==> src/rtl/i2c_seq_pkg.sv <==
// Shared types and constants for the I2C register-level transaction sequencer.
package i2c_seq_pkg;

    typedef enum logic [2:0] {
        S_IDLE,
        S_ISSUE,
        S_WAIT,
        S_CHECK,
        S_STOP,
        S_STOP_WAIT,
        S_DONE
    } state_t;

    typedef enum logic [1:0] {
        ERR_OK,
        ERR_ADDR_NACK,
        ERR_DATA_NACK,
        ERR_TIMEOUT
    } err_t;

    localparam int MAX_LEN = 4;

    // Lengths above MAX_LEN are treated as MAX_LEN.
    function automatic logic [2:0] clamp_len(input logic [2:0] len);
        return (len > 3'(MAX_LEN)) ? 3'(MAX_LEN) : len;
    endfunction

endpackage

==> src/rtl/i2c_reg_seq.sv <==
// I2C register-level transaction sequencer.
// Turns one command (device, register, 0-4 bytes, read/write) into the
// start/byte/stop handshakes of the byte-level I2C driver.
// Optional per-operation watchdog: define I2C_SEQ_TIMEOUT_EN.
module i2c_reg_seq
    import i2c_seq_pkg::*;
#(
    parameter int TIMEOUT_CYCLES = 65535
)
(
    input  logic        clk,
    input  logic        rst_n,
    input  logic        cmd_valid,
    output logic        cmd_ready,
    input  logic        cmd_read,
    input  logic [6:0]  cmd_dev,
    input  logic [7:0]  cmd_reg,
    input  logic [2:0]  cmd_len,
    input  logic [31:0] cmd_wdata,
    output logic        done,
    output logic [1:0]  err,
    output logic [31:0] rdata,
    output logic        i2c_cnd_start,
    output logic        i2c_cnd_stop,
    output logic        i2c_rw,
    output logic [7:0]  i2c_tx_data,
    output logic        i2c_tx_start,
    output logic        i2c_tx_ack,
    input  logic        i2c_tx_ready,
    input  logic [7:0]  i2c_rx_data,
    input  logic        i2c_rx_ack
);

    state_t      state;
    err_t        err_q;
    logic        phase_q;   // 0: write / read phase A, 1: read phase B
    logic [2:0]  idx_q;     // byte index within the current phase, 0 = address byte
    logic        rd_q;
    logic [6:0]  dev_q;
    logic [7:0]  reg_q;
    logic [2:0]  len_q;
    logic [31:0] wdata_q;
    logic        ack_q;

`ifdef I2C_SEQ_TIMEOUT_EN
    localparam logic [15:0] TO_LIMIT = 16'(TIMEOUT_CYCLES - 1);
    logic [15:0] to_cnt;
`endif

    logic [2:0]  last_idx;
    logic        write_dir;
    logic        nb_ph;
    logic [2:0]  nb_idx;
    logic        nb_rw;
    logic        nb_ack;
    logic        go_phase_b;

    assign err = err_q;

    // Payload of byte n of a phase: address, register pointer, write data, or don't-care for reads.
    function automatic logic [7:0] byte_for(input logic ph, input logic [2:0] n);
        logic [2:0] k;
        k = n - 3'd2;
        if (n == 3'd0)      return {dev_q, ph};
        else if (ph)        return 8'h00;
        else if (n == 3'd1) return reg_q;
        else                return wdata_q[{k[1:0], 3'b000} +: 8];
    endfunction

    // Sequencing decode: last byte of the phase, byte direction, and the next byte to issue.
    always_comb begin
        last_idx   = phase_q ? len_q : (rd_q ? 3'd1 : 3'd1 + len_q);
        write_dir  = !(phase_q && (idx_q != 3'd0));
        nb_ph      = (state == S_STOP_WAIT) ? 1'b1 : phase_q;
        nb_idx     = (state == S_STOP_WAIT) ? 3'd0 : idx_q + 3'd1;
        nb_rw      = nb_ph && (nb_idx != 3'd0);
        nb_ack     = !nb_rw || (nb_idx == len_q);
        go_phase_b = rd_q && !phase_q && (len_q != 3'd0) && (err_q == ERR_OK);
    end

    // Transaction FSM with registered driver handshakes, status and read data.
    always_ff @(posedge clk or negedge rst_n) begin
        if (!rst_n) begin
            state         <= S_IDLE;
            err_q         <= ERR_OK;
            phase_q       <= 1'b0;
            idx_q         <= 3'd0;
            rd_q          <= 1'b0;
            dev_q         <= 7'd0;
            reg_q         <= 8'd0;
            len_q         <= 3'd0;
            wdata_q       <= 32'd0;
            ack_q         <= 1'b0;
            cmd_ready     <= 1'b1;
            done          <= 1'b0;
            rdata         <= 32'd0;
            i2c_cnd_start <= 1'b0;
            i2c_cnd_stop  <= 1'b0;
            i2c_rw        <= 1'b0;
            i2c_tx_data   <= 8'd0;
            i2c_tx_start  <= 1'b0;
            i2c_tx_ack    <= 1'b1;
`ifdef I2C_SEQ_TIMEOUT_EN
            to_cnt        <= 16'd0;
`endif
        end else begin
            i2c_tx_start  <= 1'b0;
            i2c_cnd_start <= 1'b0;
            i2c_cnd_stop  <= 1'b0;
            done          <= 1'b0;
            case (state)
                S_IDLE: begin
                    if (cmd_valid) begin
                        rd_q          <= cmd_read;
                        dev_q         <= cmd_dev;
                        reg_q         <= cmd_reg;
                        len_q         <= clamp_len(cmd_len);
                        wdata_q       <= cmd_wdata;
                        rdata         <= 32'd0;
                        err_q         <= ERR_OK;
                        cmd_ready     <= 1'b0;
                        phase_q       <= 1'b0;
                        idx_q         <= 3'd0;
                        i2c_tx_start  <= 1'b1;
                        i2c_cnd_start <= 1'b1;
                        i2c_tx_data   <= {cmd_dev, 1'b0};
                        i2c_rw        <= 1'b0;
                        i2c_tx_ack    <= 1'b1;
                        state         <= S_ISSUE;
                    end
                end
                S_ISSUE: begin
`ifdef I2C_SEQ_TIMEOUT_EN
                    to_cnt <= 16'd0;
`endif
                    state <= S_WAIT;
                end
                S_WAIT: begin
                    if (i2c_tx_ready) begin
                        ack_q <= i2c_rx_ack;
                        if (phase_q && (idx_q != 3'd0))
                            rdata[{idx_q[1:0] - 2'd1, 3'b000} +: 8] <= i2c_rx_data;
                        state <= S_CHECK;
                    end
`ifdef I2C_SEQ_TIMEOUT_EN
                    else if (to_cnt == TO_LIMIT) begin
                        err_q <= ERR_TIMEOUT;
                        done  <= 1'b1;
                        state <= S_DONE;
                    end else begin
                        to_cnt <= to_cnt + 16'd1;
                    end
`endif
                end
                S_CHECK: begin
                    if (i2c_tx_ready) begin
                        if (write_dir && ack_q) begin
                            err_q        <= (idx_q == 3'd0) ? ERR_ADDR_NACK : ERR_DATA_NACK;
                            i2c_cnd_stop <= 1'b1;
                            state        <= S_STOP;
                        end else if (idx_q == last_idx) begin
                            i2c_cnd_stop <= 1'b1;
                            state        <= S_STOP;
                        end else begin
                            idx_q         <= nb_idx;
                            i2c_tx_start  <= 1'b1;
                            i2c_cnd_start <= (nb_idx == 3'd0);
                            i2c_tx_data   <= byte_for(nb_ph, nb_idx);
                            i2c_rw        <= nb_rw;
                            i2c_tx_ack    <= nb_ack;
                            state         <= S_ISSUE;
                        end
                    end
                end
                S_STOP: begin
`ifdef I2C_SEQ_TIMEOUT_EN
                    to_cnt <= 16'd0;
`endif
                    state <= S_STOP_WAIT;
                end
                S_STOP_WAIT: begin
                    if (i2c_tx_ready) begin
                        if (go_phase_b) begin
                            phase_q       <= 1'b1;
                            idx_q         <= 3'd0;
                            i2c_tx_start  <= 1'b1;
                            i2c_cnd_start <= 1'b1;
                            i2c_tx_data   <= byte_for(nb_ph, nb_idx);
                            i2c_rw        <= nb_rw;
                            i2c_tx_ack    <= nb_ack;
                            state         <= S_ISSUE;
                        end else begin
                            done  <= 1'b1;
                            state <= S_DONE;
                        end
                    end
`ifdef I2C_SEQ_TIMEOUT_EN
                    else if (to_cnt == TO_LIMIT) begin
                        err_q <= ERR_TIMEOUT;
                        done  <= 1'b1;
                        state <= S_DONE;
                    end else begin
                        to_cnt <= to_cnt + 16'd1;
                    end
`endif
                end
                S_DONE: begin
                    cmd_ready <= 1'b1;
                    state     <= S_IDLE;
                end
                default: state <= S_IDLE;
            endcase
        end
    end

endmodule

==> config.mk <==
export PLATFORM = sky130hd
export DESIGN_NAME = i2c_reg_seq
export DESIGN_NICKNAME = d
export VERILOG_FILES = /design/src/rtl/i2c_seq_pkg.sv /design/src/rtl/i2c_reg_seq.sv
export SDC_FILE = /design/constraint.sdc
export NUM_CORES = 1
export LEC_CHECK = 0
export ABC_CLOCK_PERIOD_IN_PS = 6300
export CORE_ASPECT_RATIO = 1.75
export CORE_MARGIN = 2
export CORE_UTILIZATION = 55
export DETAILED_ROUTE_END_ITERATION = 10
export PLACE_DENSITY = 0.87
export REMOVE_ABC_BUFFERS = 1
export SETUP_SLACK_MARGIN = 0.02
export SLEW_MARGIN = 20
export SYNTH_ARGS = -nofsm -noshare
export SYNTH_HDL_FRONTEND = slang
export SYNTH_SLANG_ARGS = --single-unit
==> constraint.sdc <==
create_clock -name clk -period 6.3 [get_ports clk]
set_input_delay 0.63 -clock clk [delete_from_list [all_inputs] [get_ports clk]]
set_output_delay 0.63 -clock clk [all_outputs]
set_load 0.005 [all_outputs]
## Word-level counts from Yosys, hierarchy flattened

Index checks and enable logic that the tools add are counted.

- Add/subtract/negate cells: 5
- Order comparisons: 1
- Equality and inequality tests: 18
- Shift-type cells: 3
- Mux-type cells: 76
- Reductions and logical operators: 30

Operators by type and width:

| cell | count |
|---|---|
| $mux 32 | 3 |
| $mux 8 | 9 |
| $pmux 32 s2 | 1 |
| $mux 3 | 17 |
| $bwmux 32 | 1 |
| $shift 8x7->32 const A | 1 |
| $shiftx 32x6->8 | 1 |
| $shiftx 8x7->32 | 1 |
| $mux 1 | 31 |
| $pmux 8 s3 | 1 |
| $ne 2x2->1 const B | 9 |
| $pmux 3 s6 | 1 |
| $reduce_and 4->1 | 4 |
| $pmux 1 s3 | 4 |
| $reduce_bool 3->1 | 4 |
| $eq 3x3->1 const B | 3 |
| $logic_not 3->1 | 3 |
| $pmux 3 s3 | 1 |
| $mux 2 | 4 |
| $reduce_bool 2->1 | 4 |
| $neg 5->7 | 1 |
| $reduce_and 7->1 | 1 |
| $eq 3x1->1 const B | 2 |
| $eq 3x2->1 const B | 2 |
| 13 further kinds | 24 |

- Bits in registers: 108
- Input bits: 64
- Output and inout port bits: 49
- Logic and storage cells: 152

## Depth between registers and ports, before layout

- Depth in word-level cells: 11
- Gate-level depth with buffers: 12

## Least setup slack after synthesis

Ideal clock, no wire load.

- Kind: register to register
- Start: register idx_q[0]
- End: register rdata[0]
- Library setup time: 0.076 ns
- Arrival time: 2.770 ns
- Data required time: 6.224 ns
- Setup slack: 3.454 ns
- Cell stages (with the launch flop): 12
- Period minus slack after synthesis: 2.846 ns
- Cells stage by stage: dfrtp_1 > clkbuf_1 > buf_1 > inv_1 > ha_1 > clkbuf_1 > clkbuf_1 > clkbuf_1 > nand3_1 > nor2_1 > nand3_1 > o21ai_1

- Word-level cells in the longest chain between the ends: 7
- Elaborated cells between the ends (all ways): 12
- Those cells by class: add/sub (2); eq/ne (1); shift (2); mux (4); reduce/logical (3)

Ends and longest elaborated chain:

| what | line | text |
|---|---|---|
| start, declared | i2c_reg_seq.sv:37 | `logic [2:0] idx_q;` |
| start signal, assigned | i2c_reg_seq.sv:165 | `idx_q <= nb_idx;` |
| $sub 2x1->2 | i2c_reg_seq.sv:142 | `rdata[{idx_q[1:0] - 2'd1, 3'b000} +: 8] <= i2c_rx_data;` |
| $neg 5->7 | i2c_reg_seq.sv:142 |  |
| $shiftx 8x7->32 or $shift 8x7->32 (tied branches) | i2c_reg_seq.sv:142 |  |
| $bwmux 32 | i2c_reg_seq.sv:142 |  |
| $mux 32 | i2c_reg_seq.sv:141 | `if (phase_q && (idx_q != 3'd0))` |
| $mux 32 | i2c_reg_seq.sv:139 | `if (i2c_tx_ready) begin` |
| $pmux 32 s2 | i2c_reg_seq.sv:111 | `case (state)` |
| end signal, assigned by index | i2c_reg_seq.sv:142 |  |
| end, declared | i2c_reg_seq.sv:22 | `output logic [31:0] rdata,` |

Parallel ways exist; a longest one is shown, timed or not. The select of a mux whose other input is x is not followed.
A chain may end at the register's enable or synchronous reset.

## Worst setup path in the final report

- Start: register idx_q[0]
- End: register i2c_tx_data[7]

- Word-level cells in the longest chain between the ends: 11
- Elaborated cells between the ends (all ways): 23
- Those cells by class: add/sub (2); eq/ne (4); shift (1); mux (10); reduce/logical (6)

Ends and longest elaborated chain:

| what | line | text |
|---|---|---|
| $add 3x1->3 | i2c_reg_seq.sv:75 | `nb_idx = (state == S_STOP_WAIT) ? 3'd0 : idx_q + 3'd1;` |
| $mux 3 | i2c_reg_seq.sv:75 |  |
| $sub 2x2->2 | i2c_reg_seq.sv:63 | `k = n - 3'd2;` |
| $shiftx 32x6->8 | i2c_reg_seq.sv:67 | `else return wdata_q[{k[1:0], 3'b000} +: 8];` |
| $mux 8 | i2c_reg_seq.sv:66 | `else if (n == 3'd1) return reg_q;` |
| $mux 8 | i2c_reg_seq.sv:65 | `else if (ph) return 8'h00;` |
| $mux 8 | i2c_reg_seq.sv:64 | `if (n == 3'd0) return {dev_q, ph};` |
| $mux 8 | i2c_reg_seq.sv:161 | `end else if (idx_q == last_idx) begin` |
| $mux 8 | i2c_reg_seq.sv:157 | `if (write_dir && ack_q) begin` |
| $mux 8 | i2c_reg_seq.sv:156 | `if (i2c_tx_ready) begin` |
| $pmux 8 s3 | i2c_reg_seq.sv:111 |  |
| end signal, assigned | i2c_reg_seq.sv:126 | `i2c_tx_data <= {cmd_dev, 1'b0};` |
| end signal, assigned | i2c_reg_seq.sv:168 | `i2c_tx_data <= byte_for(nb_ph, nb_idx);` |
| end signal, assigned | i2c_reg_seq.sv:188 | `i2c_tx_data <= byte_for(nb_ph, nb_idx);` |
| end, declared | i2c_reg_seq.sv:26 | `output logic [7:0] i2c_tx_data,` |

Parallel ways exist; a longest one is shown, timed or not. The select of a mux whose other input is x is not followed.

==> flow_summary.yaml <==
placement:
  io_buffers: 112
  dp_hpwl_mm: 10.13
  dp.cells: 805
  placed_area_um2: 6511
  gp_congestion: 0.9036
setup_path:
  crit_path_max_fanout: 28
  critical_path_buf_inv_count: 1
  worstSetupEndpointType: "flip-flop"
  slowest_delay_ns: 0.88
  critical_path_arrival_ns: 3.92
  crit_slowest_cell: "ha_1"
  critical_path.cell_chain: "inv_1, ha_1, nor2b_1, a211oi_1, o211ai_1, a31oi_1, mux2_2"
  crit_family: "compound AO/OA/AOI/OAI gates"
  rrSetupSlack_ns: 2.66
  worstSetupPathType: "reg -> reg"
  crit_required_ns: 6.59
  cp-start-kind: "flip-flop"
routing:
  drt_first_pass_iters: 5
  wl_mm: 14.19
  wl_per_cell_um: 17.28
  routed_via_density: 5.720
  drtIter0Drc: 420
  vias: 4696
  drc: 0
  ant_nets: 0
clock_tree:
  cts_buffers: 9
  ctsHoldBuffers: 0
  h-tree-depth: 3
  clockBufferDepth: 2
  cts_setup_buffers: 0
  cts_tree: "done"
  path_clk_slew_ns: 0.06
  cts.repair.resized: 0
  insertion_delay_ns: 0.36
  root_buffer: "clkbuf_16"
  cts.sinks: 108
floorplanning:
  io-pin-count: 113
  coreArea_um2: 9468
  initial_utilization_pct: 56.83
  fp.dieH_um: 134.8
  fp.dieW_um: 78.77
  row_count: 47
  die-area_um2: 10620
sta:
  rsz0062_at_grt: "no"
  period_needed_ns: 3.635
  hold_viol: 0
  finalSetupTns_ns: 0
  finClkSkew_ns: 0.009660
  finalSetupViolCount: 0
  fin_crit_sh_pct: 57.70
  worst_slew_pin_slew_ns: 0.8728
  relSlewSlack_pct: 41.50
  timing.hold.ws_ns: 0.1680
  maxSlewViolCount: 0
  clock.fmax_mhz: 275.1
grt:
  first_global_vias: 4625
  grt-ovfl-total: 0
  grt_antenna_before_repair: 0
  grt_pass1_wl_mm: 22.59
  grt_max_degree: 87
  grt_usage_pct: 27.57
yosys:
  synthArstFlopShare_pct: 100.0
  yosysTopAreaCellShare_pct: 49.30
  ys_seq_area_share_pct: 50.28
  synth_common_cells: "170 x nand2_1, 106 x dfrtp_1, 38 x inv_1, 35 x nand3_1, 35 x o21ai_1"
  netlist_area_um2: 5380
  ys_seq_elements: 108
  yosysWarnings: 0
  synth_area_leaders: "dfrtp_1 49%, nand2_1 12%, nand3_1 3.3%"
  yosysUniqueCellTypes: 61
  synth_top_cell_by_area: "dfrtp_1"
  synthCells: 607
  synth-edff-count: 0
  synth.most_common_cell: "nand2_1"
  synth_ff_type: "dfrtp_1"
  avgSynthCellArea_um2: 8.864
cells_and_area:
  seq_area_um2: 2705
  post_route_cells_drive_above_1_share_pct: 5.293
  fill_cells: 706
  final_area_um2: 6827
  diodes: 0
  nets: 765
  multi_input_comb_area_um2: 2370
  synthToLayoutAreaGrowth_pct: 26.88
  finalNonFillerCells: 821
min_path:
  hp-class: "in -> async"
power_and_ir_drop:
  peakVddDrop_v: 0.0003281
  power_leakage_nw: 3.082
  power_density_nw_per_um2: 517.5
outcome:
  status: "finished clean"
flow_run:
  cap_violations: 0
[kinds of logic after synthesis]
family,after synthesis,synth area share [%]
and+or+nand+nor,286,24.58
DFF,108,50.28
muxes,16,3.628
buffers and inverters,79,5.977
xor gates and xnor gates,4,0.6513
AOI/OAI and AO/OA,107,13.26
adders and majority gates,7,1.628
[layer usage]
metal,share of wire (%),global-route usage (%)
met2,55,50.00
met3,5.3,3.075
met4,3.5,14.81
met1,36,31.17
met5,0,0
[state kept, by name, indices dropped and copies added, names as in the netlist]
signal	cells
rdata	32
wdata_q	32
i2c_tx_data	8
reg_q	8
dev_q	7
idx_q	3
len_q	3
state	3
err	2
ack_q	1
cmd_ready	1
done	1
i2c_cnd_start	1
i2c_cnd_stop	1
i2c_rw	1
i2c_tx_ack	1
i2c_tx_start	1
phase_q	1
rd_q	1
[power breakdown]
group          leakage, nW  switching, mW  total, mW  internal, mW
clock                0.145          0.243      0.593         0.350
combinational         1.55          0.866       1.64         0.773
sequential            1.39          0.291       1.30          1.01
total                 3.08           1.40       3.53          2.13
[stage by stage]
stage / power [mW] / worst slack (ns) / util, %
finish: 3.533 / 2.665 / 72.10
detailed placement: 2.914 / 2.784 / 68.77
global route: 3.755 / 2.431 / 72.10
CTS: 3.519 / 2.705 / 71.98
global placement: 2.839 / 2.961 / 68.77
floorplan: 2.227 / 1.815 / -
[placed cells by master, fill, tap and decap left out, types with 4 or more instances in the layout]
cell type,n
nand3_1,35
dfrtp_1,106
o21ai_1,35
ha_1,7
and3_1,9
nor3_2,4
nor2b_1,4
a21oi_1,14
o211ai_1,7
mux2i_1,6
nand2_1,170
nand3b_1,4
clkbuf_1,5
mux2_4,6
o32a_1,6
nor2_1,25
a211oi_1,4
inv_1,38
a31oi_1,8
clkbuf_16,9
o22ai_1,7
clkdlybuf4s50_1,111
o21ai_0,6
nand2b_1,12
[path summary, 6_finish.rpt]
kind	start	to	depth (start not counted)
worst max-delay path	idx_q[0]	i2c_tx_data[7]	7
worst min-delay path	rst_n	wdata_q[24]	1
worst max register to register	idx_q[0]	i2c_tx_data[7]	7
worst min register to register	wdata_q[14]	wdata_q[14]	2
max in group asynchronous	rst_n	idx_q[0]	2
min in group clk	wdata_q[14]	wdata_q[14]	2
[layout make-up]
type	instances	share of cell area, %
sequential	108	39.63
multi-input combinational	420	34.71
timing repair buffer	115	16.77
clock buffer	14	3.574
tap	122	2.236
inverter	40	2.199
clock inverter	2	0.8798
Note: power is estimated with default switching activity, not from simulation.
